==> src/rtl/wdt_cnt_ctrl.sv <==
// Watchdog counter controller: down-counts timebase ticks from a reload value,
// raising an interrupt on the first timeout and a sticky reset request on the second.
//
// state    | meaning
// ---------+---------------------------------------------------------------
// ST_IDLE  | watchdog disabled, counter holds, ticks ignored
// ST_COUNT | counting toward the first timeout
// ST_INTR  | first timeout seen, wdt_intr asserted, counting toward second
// ST_RESET | second timeout seen, wdt_rst asserted, frozen until presetn
module wdt_cnt_ctrl #(
   parameter int CNT_W = 16
) (
   input  logic             pclk,
   input  logic             presetn,
   input  logic             cnt_tick,
   input  logic             wdt_en,
   input  logic [CNT_W-1:0] reload_val,
   input  logic             feed,
   input  logic             intr_clr,
   input  logic             rst_en,
   output logic [CNT_W-1:0] cnt_val,
   output logic             wdt_intr,
   output logic             wdt_rst,
   output logic [1:0]       wdt_state
);

   typedef enum logic [1:0] {
      ST_IDLE  = 2'b00,
      ST_COUNT = 2'b01,
      ST_INTR  = 2'b10,
      ST_RESET = 2'b11
   } state_t;

   state_t state;
   logic   cnt_tc;

   assign cnt_tc    = (cnt_val == '0);
   assign wdt_state = state;

   always_ff @(posedge pclk or negedge presetn) begin
      if (!presetn) begin
         state    <= ST_IDLE;
         cnt_val  <= '0;
         wdt_intr <= 1'b0;
         wdt_rst  <= 1'b0;
      end else begin
         case (state)
            ST_IDLE: begin
               if (wdt_en) begin
                  cnt_val <= reload_val;
                  state   <= ST_COUNT;
               end
            end
            ST_COUNT, ST_INTR: begin
               // Priority: disable > interrupt clear > feed > tick
               if (!wdt_en) begin
                  wdt_intr <= 1'b0;
                  state    <= ST_IDLE;
               end else if (intr_clr) begin
                  wdt_intr <= 1'b0;
                  cnt_val  <= reload_val;
                  state    <= ST_COUNT;
               end else if (feed) begin
                  cnt_val <= reload_val;
               end else if (cnt_tick) begin
                  if (!cnt_tc) begin
                     cnt_val <= cnt_val - CNT_W'(1);
                  end else if (state == ST_COUNT) begin
                     wdt_intr <= 1'b1;
                     cnt_val  <= reload_val;
                     state    <= ST_INTR;
                  end else if (rst_en) begin
                     wdt_rst <= 1'b1;
                     state   <= ST_RESET;
                  end else begin
                     cnt_val <= reload_val;
                  end
               end
            end
            ST_RESET: begin
               // Only presetn leaves this state
            end
            default: state <= ST_IDLE;
         endcase
      end
   end

endmodule

==> config.mk <==
export PLATFORM = sky130hd
export DESIGN_NAME = wdt_cnt_ctrl
export DESIGN_NICKNAME = d
export VERILOG_FILES = /design/src/rtl/wdt_cnt_ctrl.sv
export SDC_FILE = /design/constraint.sdc
export NUM_CORES = 1
export LEC_CHECK = 0
export CORE_MARGIN = 3
export CORE_UTILIZATION = 51
export DETAILED_ROUTE_END_ITERATION = 12
export PLACE_DENSITY = 0.85
export SLEW_MARGIN = 30
export SYNTH_ARGS = -nofsm -noshare
export SYNTH_HDL_FRONTEND = slang
export SYNTH_SLANG_ARGS = --single-unit
==> constraint.sdc <==
create_clock -name pclk -period 5.6 [get_ports pclk]
set_clock_uncertainty 0.15 [all_clocks]
set_input_delay 1.12 -clock pclk [delete_from_list [all_inputs] [get_ports pclk]]
set_output_delay 1.12 -clock pclk [all_outputs]
set_load 0.005 [all_outputs]
==> impl_metrics.json <==
{
  "synthFlopType": "dfrtp_1",
  "maxSlewHeadroom_pct": 46.70,
  "finalSetupTns_ps": 0,
  "p_int_mw": 0.5185,
  "n_antenna_cell": 0,
  "slowest_delay_ps": 660,
  "vias": 1394,
  "p_per_area_nw_per_um2": 504.4,
  "final_cells": 225,
  "cp.arrival_ps": 3040,
  "dp_hpwl_mm": 2.624,
  "clkTransAtPathRegs_ps": 110,
  "htreeDepth": 1,
  "clock_sinks": 20,
  "cts_buffer_depth": 2,
  "io_pins": 43,
  "antenna_found_initial": 0,
  "post-place-ws_ps": 2192,
  "yosysWarnings": 0,
  "post-route-drc-count": 0,
  "combPwrFrac_pct": 58.5,
  "p_sw_mw": 0.4282,
  "p_clk_share_pct": 7.1,
  "synth_nets": 187,
  "ant_nets": 0,
  "cp-end-kind": "register",
  "worstSetupPathType": "in -> reg",
  "final-setup-viol-count": 0,
  "final_cell_mix": "41 x clkdlybuf4s50_1, 20 x dfrtp_1, 14 x mux2i_1",
  "cts_hold_buf": 0,
  "rsz0062_at_grt": "false",
  "fin_ws_ps": 2593,
  "synthArstFlopShare_pct": 100.0,
  "cts_buffers": 3,
  "die-area_sq_um": 3530,
  "multi_input_comb_area_sq_um": 859.6,
  "overflow": 0,
  "die_w_um": 59.42,
  "grt_max_degree": 21,
  "drtPass1Iterations": 4,
  "finalInstanceArea_sq_um": 1877,
  "core_sq_um": 2590,
  "cts_setup_buffers": 0,
  "sw_frac_of_total_pct": 45.23,
  "rrSetupSlack_ps": 3030,
  "dpl.cell_count": 222,
  "cp-start-kind": "input pin",
  "crit_slowest_cell": "o211ai_2",
  "fmax_mhz": 332.5,
  "synth_edf_count": 0,
  "grt_first_pass_wirelength_mm": 5.789,
  "slew_violations": 0,
  "critPathTopFamily": "compound AO/OA/AOI/OAI gates",
  "seqPwrFrac_pct": 34.3,
  "hp-class": "reg -> reg",
  "ys_ff_latch": 20,
  "seq_area_sq_um": 500.5,
  "min_period_ps": 3007,
  "maxCapViolCount": 0,
  "worst-path-buf-inv": 1,
  "cp.required_ps": 5640,
  "dieHeight_um": 59.42,
  "viasPerCell": 6.196,
  "wl_per_cell_um": 15.80,
  "synthCells": 158,
  "first_global_vias": 1241,
  "avgSynthCellArea_sq_um": 9.210,
  "cp_cell_sequence": "clkdlybuf4s50_1 -> nor2_1 -> nand3_1 -> o211ai_2 -> nor3_1 -> a311o_1",
  "placed_cell_area_sq_um": 1858,
  "wl_mm": 3.556,
  "finalHoldViolations": 0,
  "tightestPinTransition_ps": 797.1,
  "track_usage_pct": 21.20,
  "layout-drive-gt1-share_pct": 6.154,
  "io_buffers": 42,
  "post_cts_resized": 0,
  "crit_path_max_fanout": 16,
  "netlist_area_sq_um": 1455,
  "num_rows": 18,
  "gp_congestion": 0.8537,
  "ys_types": 41,
  "cts_root_buf": "clkbuf_4",
  "fin_crit_sh_pct": 53.70,
  "clkLatencyLatePin_ps": 290,
  "vdd_drop_max_mv": 0.3543,
  "p_leak_nw": 0.7328,
  "final_common_cell": "clkdlybuf4s50_1",
  "tritoncts": "yes",
  "area_delta_synth_final_pct": 28.98,
  "status": "complete, no violations",
  "num-nets-final": 226,
  "drt_iter0_drc": 77,
  "start_util_pct": 56.18,
  "ys_seq_area_share_pct": 34.39,
  "fillers": 200
}
## per-layer routing
metal	vias up	global-route usage (%)	share of wire (%)
met5	-	0	0
met4	0	7.120	0.87
met3	4	3.050	6.1
met2	60	33.07	47
met1	658	29.86	46
li1	672	-	-
## power groups by stage
stage / combinational, mW / sequential (mW) / clock, mW
finish: 0.554 / 0.325 / 0.0675
global route: 0.611 / 0.338 / 0.0754
CTS: 0.557 / 0.324 / 0.0701
detailed placement: 0.554 / 0.326 / 0
global placement: 0.542 / 0.321 / 0
floorplan: 0.359 / 0.306 / 0
## logic make-up (layout without fill, tap and decap cells)
| family | count (synthesis) | in the layout | synth area share, % |
|---|---|---|---|
| AOI/OAI and AO/OA | 44 | 44 | 21.50 |
| DFF | 20 | 20 | 34.39 |
| muxes | 14 | 14 | 9.630 |
| and+or+nand+nor | 55 | 55 | 22.70 |
| buffers and inverters | 19 | 56 | 6.621 |
| adders and majority gates | 6 | 6 | 5.159 |
## area by class of cell
cell class                 instances  area share [%]
clock buffer                       3           1.200
sequential                        20           26.67
tap                               30           2.000
timing repair buffer              42           22.13
multi-input combinational        119           45.80
inverter                          11           2.200
## registers in the layout, summed over array words and instances (netlist names)
name       flops
wdt_rst        1
cnt_val       16
wdt_state      2
wdt_intr       1
## through the flow
| step | hold slack, ps | util, % | power, mW |
|---|---|---|---|
| floorplan | 310.2 | - | 0.6655 |
| detailed placement | 324.2 | 71.74 | 0.8800 |
| global placement | 307.5 | 71.74 | 0.8634 |
| CTS | 349.6 | 72.61 | 0.9508 |
| global route | 373.2 | 72.46 | 1.025 |
| finish | 346.7 | 72.46 | 0.9466 |
## path summary, 6_finish.rpt
kind                             from    endpoint  depth (start not counted)
max                          intr_clr  cnt_val[0]                          6
min                           wdt_rst     wdt_rst                          1
max reg2reg                cnt_val[0]  cnt_val[0]                          7
min reg2reg                   wdt_rst     wdt_rst                          1
max in group asynchronous     presetn     wdt_rst                          1
min in group asynchronous     presetn  cnt_val[2]                          1
## cells in the mapped netlist, types with 2 or more instances
cell type | count | share of area, %
nand2_1 | 8 | 2.1
a22oi_1 | 2 | 1.0
dfrtp_1 | 20 | 34
nand3_1 | 4 | 1.4
nor3_1 | 12 | 4.1
or4_1 | 2 | 1.0
buf_6 | 3 | 2.3
o2bb2ai_1 | 9 | 5.4
inv_1 | 11 | 2.8
nor2_1 | 13 | 3.4
clkbuf_1 | 3 | 0.77
nor4_1 | 4 | 1.7
mux2i_1 | 14 | 9.6
nor4_4 | 2 | 2.9
a21oi_1 | 4 | 1.4
buf_2 | 2 | 0.69
o21ai_1 | 6 | 2.1
ha_1 | 6 | 5.2
nand2b_1 | 2 | 0.86
o21ai_0 | 10 | 3.4
Power figures use the tool's default switching activity.
